[src/rtl/frac_norm_lsh_pipe_if.sv]
// Handshake and data bundle for the fraction left-shift pipeline.
// The slave modport is the shifter itself; master is the side that feeds
// fractions in and collects shifted results.
interface frac_norm_lsh_pipe_if #(
    parameter int WIDTH = 52,
    parameter int SHW   = $clog2(WIDTH + 1)
);
    logic             flush_i;
    logic             in_valid_i;
    logic             in_ready_o;
    logic             mode_i;
    logic [SHW-1:0]   lsh_i;
    logic [WIDTH-1:0] frac_i;
    logic             out_valid_o;
    logic             out_ready_i;
    logic [WIDTH-1:0] frac_o;
    logic [SHW-1:0]   lsh_o;
    logic             zero_o;

    modport master (
        output flush_i, in_valid_i, mode_i, lsh_i, frac_i, out_ready_i,
        input  in_ready_o, out_valid_o, frac_o, lsh_o, zero_o
    );

    modport slave (
        input  flush_i, in_valid_i, mode_i, lsh_i, frac_i, out_ready_i,
        output in_ready_o, out_valid_o, frac_o, lsh_o, zero_o
    );
endinterface

[src/rtl/frac_norm_lsh_pipe.sv]
// Two-stage fraction left shifter for the FP div/sqrt result path.
// Stage p0 resolves the effective shift amount (explicit, or leading-zero
// count capped by a limit so denormal results stop at the exponent floor).
// Stage p1 holds the shifted fraction, the applied amount and a zero flag.
// Full valid/ready back-pressure, one result per cycle, capacity two.
module frac_norm_lsh_pipe #(
    parameter int WIDTH = 52,
    parameter int SHW   = $clog2(WIDTH + 1)
) (
    input logic                clk,
    input logic                rst_n,
    frac_norm_lsh_pipe_if.slave bus
);

    // Leading-zero count from the MSB; an all-zero input counts as WIDTH.
    function automatic logic [SHW-1:0] lzc(input logic [WIDTH-1:0] v);
        logic [SHW-1:0] n;
        n = SHW'(WIDTH);
        for (int i = 0; i < WIDTH; i++) begin
            if (v[i]) n = SHW'(WIDTH - 1 - i);
        end
        return n;
    endfunction

    // Logarithmic shifter: one 2:1 level per amount bit, MSB level first.
    // Amounts of WIDTH or more shift every bit out, giving zero.
    function automatic logic [WIDTH-1:0] log_shift(input logic [WIDTH-1:0] v,
                                                   input logic [SHW-1:0]   amt);
        logic [WIDTH-1:0] s;
        s = v;
        for (int k = SHW - 1; k >= 0; k--) begin
            if (amt[k]) s = s << (2 ** k);
        end
        return s;
    endfunction

    logic             vld_p0;
    logic [WIDTH-1:0] frac_p0;
    logic [SHW-1:0]   amt_p0;

    logic             vld_p1;
    logic [WIDTH-1:0] frac_p1;
    logic [SHW-1:0]   lsh_p1;
    logic             zero_p1;

    logic             b_accept;
    logic             a_advance;
    logic             in_ready;
    logic             in_xfer;
    logic [SHW-1:0]   lz_in;
    logic [SHW-1:0]   amt_in;
    logic [WIDTH-1:0] frac_shifted;

    assign b_accept  = !vld_p1 || bus.out_ready_i;
    assign a_advance = vld_p0 && b_accept;
    assign in_ready  = !vld_p0 || b_accept;
    assign in_xfer   = bus.in_valid_i && in_ready;

    // Effective shift amount: explicit value, or lzc capped by the limit.
    always_comb begin
        lz_in  = lzc(bus.frac_i);
        amt_in = bus.lsh_i;
        if (bus.mode_i && (lz_in < bus.lsh_i)) amt_in = lz_in;
    end

    // Shift the stage-p0 fraction by its resolved amount.
    always_comb begin
        frac_shifted = log_shift(frac_p0, amt_p0);
    end

    // Stage valid bits; flush wins over any same-cycle transfer.
    always_ff @(posedge clk or negedge rst_n) begin
        if (!rst_n) begin
            vld_p0 <= 1'b0;
            vld_p1 <= 1'b0;
        end else if (bus.flush_i) begin
            vld_p0 <= 1'b0;
            vld_p1 <= 1'b0;
        end else begin
            if (in_xfer)        vld_p0 <= 1'b1;
            else if (a_advance) vld_p0 <= 1'b0;
            if (b_accept)       vld_p1 <= vld_p0;
        end
    end

    // ---- stage p0: capture fraction and effective amount ----
    always_ff @(posedge clk or negedge rst_n) begin
        if (!rst_n) begin
            frac_p0 <= '0;
            amt_p0  <= '0;
        end else if (in_xfer) begin
            frac_p0 <= bus.frac_i;
            amt_p0  <= amt_in;
        end
    end

    // ---- stage p1: shifted result, held while downstream stalls ----
    always_ff @(posedge clk or negedge rst_n) begin
        if (!rst_n) begin
            frac_p1 <= '0;
            lsh_p1  <= '0;
            zero_p1 <= 1'b0;
        end else if (a_advance) begin
            frac_p1 <= frac_shifted;
            lsh_p1  <= amt_p0;
            zero_p1 <= (frac_shifted == '0);
        end
    end

    assign bus.in_ready_o  = in_ready;
    assign bus.out_valid_o = vld_p1;
    assign bus.frac_o      = frac_p1;
    assign bus.lsh_o       = lsh_p1;
    assign bus.zero_o      = zero_p1;

endmodule

[src/flat_wrapper.sv]
// flat-port wrapper written by rule: the top's interface ports become plain ports
module frac_norm_lsh_pipe_flat 
#(
    parameter int WIDTH = 52,
    parameter int SHW   = $clog2(WIDTH + 1)
)
  (clk, rst_n, bus_flush_i, bus_in_valid_i, bus_mode_i, bus_lsh_i, bus_frac_i, bus_out_ready_i, bus_in_ready_o, bus_out_valid_o, bus_frac_o, bus_lsh_o, bus_zero_o);
  frac_norm_lsh_pipe_if #(.WIDTH(WIDTH), .SHW(SHW)) bus_i ();
  input logic clk;
  input logic rst_n;
  input wire logic [$bits(bus_i.flush_i)-1:0] bus_flush_i;
  input wire logic [$bits(bus_i.in_valid_i)-1:0] bus_in_valid_i;
  input wire logic [$bits(bus_i.mode_i)-1:0] bus_mode_i;
  input wire logic [$bits(bus_i.lsh_i)-1:0] bus_lsh_i;
  input wire logic [$bits(bus_i.frac_i)-1:0] bus_frac_i;
  input wire logic [$bits(bus_i.out_ready_i)-1:0] bus_out_ready_i;
  output wire logic [$bits(bus_i.in_ready_o)-1:0] bus_in_ready_o;
  output wire logic [$bits(bus_i.out_valid_o)-1:0] bus_out_valid_o;
  output wire logic [$bits(bus_i.frac_o)-1:0] bus_frac_o;
  output wire logic [$bits(bus_i.lsh_o)-1:0] bus_lsh_o;
  output wire logic [$bits(bus_i.zero_o)-1:0] bus_zero_o;
  assign bus_i.flush_i = bus_flush_i;
  assign bus_i.in_valid_i = bus_in_valid_i;
  assign bus_i.mode_i = bus_mode_i;
  assign bus_i.lsh_i = bus_lsh_i;
  assign bus_i.frac_i = bus_frac_i;
  assign bus_i.out_ready_i = bus_out_ready_i;
  assign bus_in_ready_o = bus_i.in_ready_o;
  assign bus_out_valid_o = bus_i.out_valid_o;
  assign bus_frac_o = bus_i.frac_o;
  assign bus_lsh_o = bus_i.lsh_o;
  assign bus_zero_o = bus_i.zero_o;
  frac_norm_lsh_pipe #(.WIDTH(WIDTH), .SHW(SHW)) u_core (.clk(clk), .rst_n(rst_n), .bus(bus_i));
endmodule
[config.mk]
export PLATFORM = sky130hd
export DESIGN_NAME = frac_norm_lsh_pipe_flat
export DESIGN_NICKNAME = d
export VERILOG_FILES = /design/src/rtl/frac_norm_lsh_pipe_if.sv /design/src/rtl/frac_norm_lsh_pipe.sv /design/src/flat_wrapper.sv
export SDC_FILE = /design/constraint.sdc
export NUM_CORES = 1
export LEC_CHECK = 0
export CAP_MARGIN = 0
export CORE_ASPECT_RATIO = 1.75
export CORE_MARGIN = 2
export CORE_UTILIZATION = 50
export DETAILED_ROUTE_END_ITERATION = 16
export GPL_TIMING_DRIVEN = 0
export PLACE_DENSITY = 0.85
export SETUP_SLACK_MARGIN = 0.3
export SYNTH_ARGS = -nofsm -noshare
export SYNTH_HDL_FRONTEND = slang
export SYNTH_SLANG_ARGS = --single-unit
[constraint.sdc]
create_clock -name clk -period 3 [get_ports clk]
set_input_delay 0.6 -clock clk [delete_from_list [all_inputs] [get_ports clk]]
set_output_delay 0.6 -clock clk [all_outputs]
set_load 0.01 [all_outputs]
==> summary.md <==
| Metric | Value |
|---|---|
| Die ar. | `20090 sq um` |
| Core Rows | `66` |
| Final WS setup | `-357.0 ps` |
| Sequential share of the synthesized area | `31.46%` |
| Hold Path Class | `input port to async pin` |
| Worst reg2reg path depth | `12` |
| Port Buffer Count | `124` |
| Tot GR Track Use | `45.60%` |
| DR WL/cell | `29.05 um` |
| Layout overhead on the synthesized area | `39.54%` |
| Nets@finish | `1417` |
| Asr flop ratio synth | `100.0%` |
| Maximum capacitance violations | `0` |
| Fin. Hold Viols | `0` |
| Setup_tns | `-1803 ps` |
| Buffer and inverter count on the worst path | `3` |
| Placed insts | `1509` |
| Setup repair after global routing missed its margin | `true` |
| Final antenna-violating net count | `0` |
| Fmax | `297.9 MHz` |
| Sequential cell area | `2983 sq um` |
| Crit path arrival time | `3650 ps` |
| Drt pass-1 iters | `5` |
| Pwr Density | `576.8 nW/um^2` |
| Yosys reg bits | `119` |
| Worst Setup SP | `bus_frac_i[51]` |
| Post-layout min period | `3357 ps` |
| Slew margin rel. | `16.13%` |
| Post-synth net total | `1215` |
| Clock sink count | `119` |
| Mapped Cells | `1146` |
| Critical path depth | `13` |
| Crit path to | `u_core.amt_p0[4]` |
| CP endpoint kind | `flip-flop` |
| Routability congestion estimate | `1.034` |
| Post-DP Area | `11070 sq um` |
| CTS tree | `built` |
| CTS Buf Count | `17` |
| Peak fanout along the critical path | `6` |
| Final Cell Area | `13210 sq um` |
| Worst-path clk slew | `60 ps` |
| Failing checks | `setup timing` |
| Worst R2R End | `u_core.bus.zero_o` |
| Share of the synthesized area in the top cell type | `31.46%` |
| H-tree levels | `4` |
| Critical path's top delay family | `compound AO/OA/AOI/OAI gates` |
| DRC errors left | `0` |
| Core ar. | `18580 sq um` |
| Via Count | `10890` |
| Die Y-Extent | `186.0 um` |
| Worst-Skew Late Latency | `430 ps` |
| Root Buffer | `clkbuf_16` |
| Largest net degree at the start of global routing | `63` |
| Final Core Density | `71.08%` |
| Fin Clk Skew | `11.22 ps` |
| Critical path, cell by cell | `clkdlybuf4s50_1, nor4_4, nand2_1, a21oi_4, ha_4, a21o_1, a21o_1, a221oi_4, buf_6, a31o_4, buf_8, mux2i_4, a21oi_2` |
| Finished Layout Cells | `1600` |
| Status | `complete, but fails checks` |
| Top cells by area, synth | `dfrtp_1 31%, nand2_1 9.5%, mux4_2 7.9%, mux2i_1 7.1%, mux2_2 4.3%` |
| Initial Utilization | `50.94%` |
| Layout cell share with drive strength beyond 1 | `25.28%` |
| Die X | `108.0 um` |
| Cell Area, Synth | `9465 sq um` |
| Final Setup Violations | `7` |
| IR drop worst, VDD | `0.3683 mV` |
| Initial antenna violation count | `1` |
| Crit path max-delay cell type | `clkdlybuf4s50_1` |
| Fill cells | `1439` |
| Initial DRC count | `970` |
| Pleak | `5.606 nW` |
| Reg2reg start | `u_core.amt_p0[4]` |
| Crit Path Category | `input port to flip-flop` |
| HPWL Detailed | `33.80 mm` |
| Final WL | `46.47 mm` |
| DP Worst Slack | `-1411 ps` |
| Critical Path RT | `3290 ps` |
| Most frequent cell after synthesis | `nand2_1` |
| Synth top cells by count | `240 x nand2_1, 119 x dfrtp_1, 94 x nor2_1` |
| Tcrit/Tclk final | `111.9%` |
| Post-DR vias/cell | `6.808` |
| EDFF count, synth | `0` |
| Ys flop type | `dfrtp_1` |
| Mean post-synth cell area | `8.259 sq um` |
| Cell mode on critical path | `a21o_1` |
| Congestion Overflow GR | `0` |
| CP Launch Type | `input port` |
| Ys Warns | `0` |
| Max stage delay on crit path | `590 ps` |
| Tightest Pin Transition | `1258 ps` |
| Ports | `125` |
| Multi-input gate area | `6761 sq um` |
| Vias in the first global route | `10800` |
| Max-slew violations | `0` |
| First-pass GRT wire length | `65.92 mm` |
| R2R setup slack | `-270 ps` |
| Area leader, netlist | `dfrtp_1` |
| Synth unique cells | `77` |
| CTS Buffer Depth | `2` |
layout by cell type, fill, tap and decap left out, types with 11 or more instances in the layout:
| cell | count |
|---|---|
| inv_1 | 27 |
| mux2_2 | 35 |
| dlygate4sd2_1 | 14 |
| clkbuf_2 | 21 |
| nor3_1 | 19 |
| a21oi_1 | 54 |
| buf_4 | 53 |
| o211ai_1 | 13 |
| clkbuf_1 | 25 |
| o21ai_0 | 72 |
| nand2_1 | 237 |
| buf_2 | 17 |
| clkdlybuf4s50_1 | 90 |
| nand2b_1 | 27 |
| buf_6 | 17 |
| clkbuf_16 | 18 |
| mux2i_1 | 61 |
| nand3_1 | 11 |
| a211oi_1 | 14 |
| nor2_1 | 81 |
| o21ai_1 | 11 |
| mux4_2 | 33 |
| nor2b_1 | 16 |
| dfrtp_1 | 115 |
metal layers:
| metal | track usage, % | part of all wire, % | up-vias |
|---|---|---|---|
| met5 | 0 | 0 | - |
| met4 | 45.74 | 12 | 0 |
| met3 | 10.89 | 8.0 | 348 |
| met2 | 77.31 | 49 | 836 |
| met1 | 43.38 | 31 | 5150 |
| li1 | - | - | 4559 |
kinds of logic after synthesis:
group | Yosys count | share of synthesized area [%]
AND/OR/NAND/NOR | 470 | 22.19
AO/OA/AOI/OAI | 288 | 20.12
adder cells (fa/ha/maj) | 5 | 0.6609
buffers and inverters | 120 | 5.354
multiplexers | 144 | 20.21
flip-flops | 119 | 31.46
worst reg2reg max path, stage by stage (launching register included):
cell	delay, ps
dfrtp_1	380
buf_6	140
buf_8	130
buf_12	130
buf_4	140
buf_6	160
mux2_1	320
mux2i_1	210
nor2_1	110
nor4_1	270
a211o_1	380
nand4_1	450
o31ai_2	350
worst min-delay path by stage:
stage / startpoint / end / slack [ps] / depth (start not counted)
CTS: rst_n / u_core.amt_p0[3] / 240 / 1
global route: rst_n / u_core.amt_p0[3] / 290 / 1
floorplan: rst_n / u_core.amt_p0[0] / 300 / 0
global placement: u_core.bus.frac_o[13] / u_core.bus.frac_o[13] / 460 / 2
detailed placement: u_core.frac_p0[39] / u_core.frac_p0[39] / 460 / 2
finish: rst_n / u_core.amt_p0[3] / 220 / 1
repair_timing:
action / in CTS / in global routing
gates cloned: 1 / 1
gates resized for setup: 226 / 106
hold endpoints to repair: 0 / 0
buffers inserted: 31 / 25
endpoints found under the setup margin: 61 / 48
pin swaps: 33 / 34
hold buffers: 0 / 0
per-stage QoR:
stage,power (mW),hold slack [ps]
floorplan,3.623,304.4
detailed placement,4.895,463.4
finish,7.619,217.0
global placement,4.863,460.5
global route,7.846,288.3
CTS,7.278,242.3
where the power goes:
part / total (mW) / internal [mW] / switching, mW
logic: 3.37 / 1.47 / 1.89
registers: 2.12 / 1.87 / 0.251
clock network: 2.14 / 1.31 / 0.825
total: 7.62 / 4.65 / 2.97
flip-flops by register name, indices dropped and copies added (netlist names):
register                count
u_core.bus.zero_o           1
u_core.bus.lsh_o            6
u_core.amt_p0               6
u_core.bus.out_valid_o      1
u_core.frac_p0             52
u_core.bus.frac_o          52
u_core.vld_p0               1
area by class of cell:
class	instances	area share, %
timing repair buffer	183	13.30
buffer	91	5.229
clock buffer	18	3.249
antenna	1	0.01895
sequential	119	22.58
multi-input combinational	907	51.19
inverter	29	0.8431
tap	238	2.255
clock inverter	14	1.326
Power figures use the tool's default switching activity.
==> RTL change: new RTL, same settings <==
Make the reset (`rst_n`) synchronous in 3 clocked blocks.
--- a/src/rtl/frac_norm_lsh_pipe.sv
+++ b/src/rtl/frac_norm_lsh_pipe.sv
@@ -70,5 +70,5 @@
 
     // Stage valid bits; flush wins over any same-cycle transfer.
-    always_ff @(posedge clk or negedge rst_n) begin
+    always_ff @(posedge clk) begin
         if (!rst_n) begin
             vld_p0 <= 1'b0;
@@ -85,5 +85,5 @@
 
     // ---- stage p0: capture fraction and effective amount ----
-    always_ff @(posedge clk or negedge rst_n) begin
+    always_ff @(posedge clk) begin
         if (!rst_n) begin
             frac_p0 <= '0;
@@ -96,5 +96,5 @@
 
     // ---- stage p1: shifted result, held while downstream stalls ----
-    always_ff @(posedge clk or negedge rst_n) begin
+    always_ff @(posedge clk) begin
         if (!rst_n) begin
             frac_p1 <= '0;
Check against the original RTL: differs if rst_n is asserted again (counterexample within 4 cycles, from zero or initial values and one cycle with rst_n low); with rst_n held inactive, the same outputs for 4 cycles.
==> RTL change against the original RTL <==
- the flow still finishes with violations (negative setup slack)
- critical path depth up 1
- sequential share of layout area down 3.4 points
- via count down 2.2%
- area after synthesis down 6.4%
- final area down 5.6%
- wire length down 4.5%
- sequential cell count unchanged
- synthesized cell count down 0.61%
- core utilization up 0.32 points
- critical endpoint is now u_core.amt_p0[1]
- first-iteration DRC count up 0.31%
- cell count down 1.2%
- register-to-register slack better by 0.41 ns
- setup slack better by 0.017 ns
Power is not compared: it rests on default switching activity, and its combinational part moved more than twofold at a synthesized area within 25%.
==> RTL change: results (changes against the original RTL) <==
critical_path:
  cpPeakStageDelay_ns: 0.53  # -0.06 ns
  reg2reg_slack_ns: 0.14  # +0.41 ns
  timing.rr.end: "u_core.bus.zero_o"
  worst-r2r-cell-count: 11  # -1
  cp-endpoint: "u_core.amt_p0[1]"
  critPathMaxFanout: 7  # +1
  critical_path_arrival_ns: 3.67  # +0.02 ns
cts:
  cts_setup_buffers: 34  # +9.7%
placed_design:
  dp_slack_ns: -1.32  # +0.0953 ns
  place_inst: 1493  # -1.1%
  placed_area_mm2: 0.0104  # -6.1%
timing:
  finClkSkew_ns: 0.00756  # -0.00366 ns
  finalSetupViolCount: 6  # -1
  worstMarginPinSlew_ns: 0.927  # -0.331 ns
  holdWs_ns: 0.417  # +0.200 ns
  worst_slack_ns: -0.340  # +0.0167 ns
finish:
  fin_nets: 1404  # -0.92%
  post-route-cell-area_mm2: 0.0125  # -5.6%
  nClkBuffers: 21  # +3
  clock_area_share_pct: 5.15  # +0.57 points
  seq_cells: 119  # unchanged
  seq_share_pct: 19.2  # -3.4 points
  drive_gt1_share_pct: 22.9  # -2.4 points
  signal_buffer_area_fraction_pct: 18.6  # +0.079 points
routing:
  routed-wl-met3_mm: 3.28  # -12%
  dr_wl_met2_mm: 21.2  # -7.3%
  totalWireLength_mm: 44.4  # -4.5%
synthesis:
  synthTopCellsByArea: "dfxtp_1, nand2_1, mux2i_1"
  synthArstFlopShare_pct: 0  # -100 points
  synth_commonest_cells: "nand2_1, dfxtp_1, nor2_1, a21boi_0, clkbuf_1"
  synthDistinctLibCells: 67  # -13%
  synth_nets: 1208  # -0.58%
  synth_compound_area_share_pct: 24.7  # +4.5 points
global_routing:
  grtUsageMet1_pct: 45.5  # +2.1 points
  grt_max_degree: 17  # -73%
  grt_pass1_wl_mm: 65.3  # -0.91%
  grtUsageMet2_pct: 77.6  # +0.26 points
  grt_usage_pct: 46.4  # +0.80 points
  grt_pass1_vias: 10600  # -1.9%
outcome:
  violations: "negative setup slack"
  outcome: "complete, but fails checks"
floorplan:
  fp-row-count: 64  # -3.0%
## RTL change: cell types whose count changed in the layout (fill, tap and decap cells not counted), moves of 13 or more
| cell | before | now |
|---|---|---|
| clkbuf_1 | 25 | 47 |
| mux2i_1 | 61 | 39 |
| a21oi_1 | 54 | 37 |
| nand2b_1 | 27 | 14 |
| dfrtp_1 | 115 | 0 |
| mux2_2 | 35 | 16 |
| a21boi_0 | 0 | 70 |
| o211ai_1 | 13 | 28 |
| nand2_1 | 237 | 208 |
| dfxtp_1 | 0 | 116 |
| mux2i_2 | 1 | 15 |
| o21ai_0 | 72 | 31 |
## RTL change: cell families after synthesis
group	count (synthesis)
muxes	124
adders and majority gates	5
AOI/OAI and AO/OA	307
and+or+nand+nor	459
buffers and inverters	125
DFF	119
## RTL change: power by group
group / total [mW] / switching [mW] / internal (mW)
logic: 1.57 / 0.931 / 0.639
registers: 1.75 / 0.0959 / 1.65
clock network: 2.25 / 0.800 / 1.45
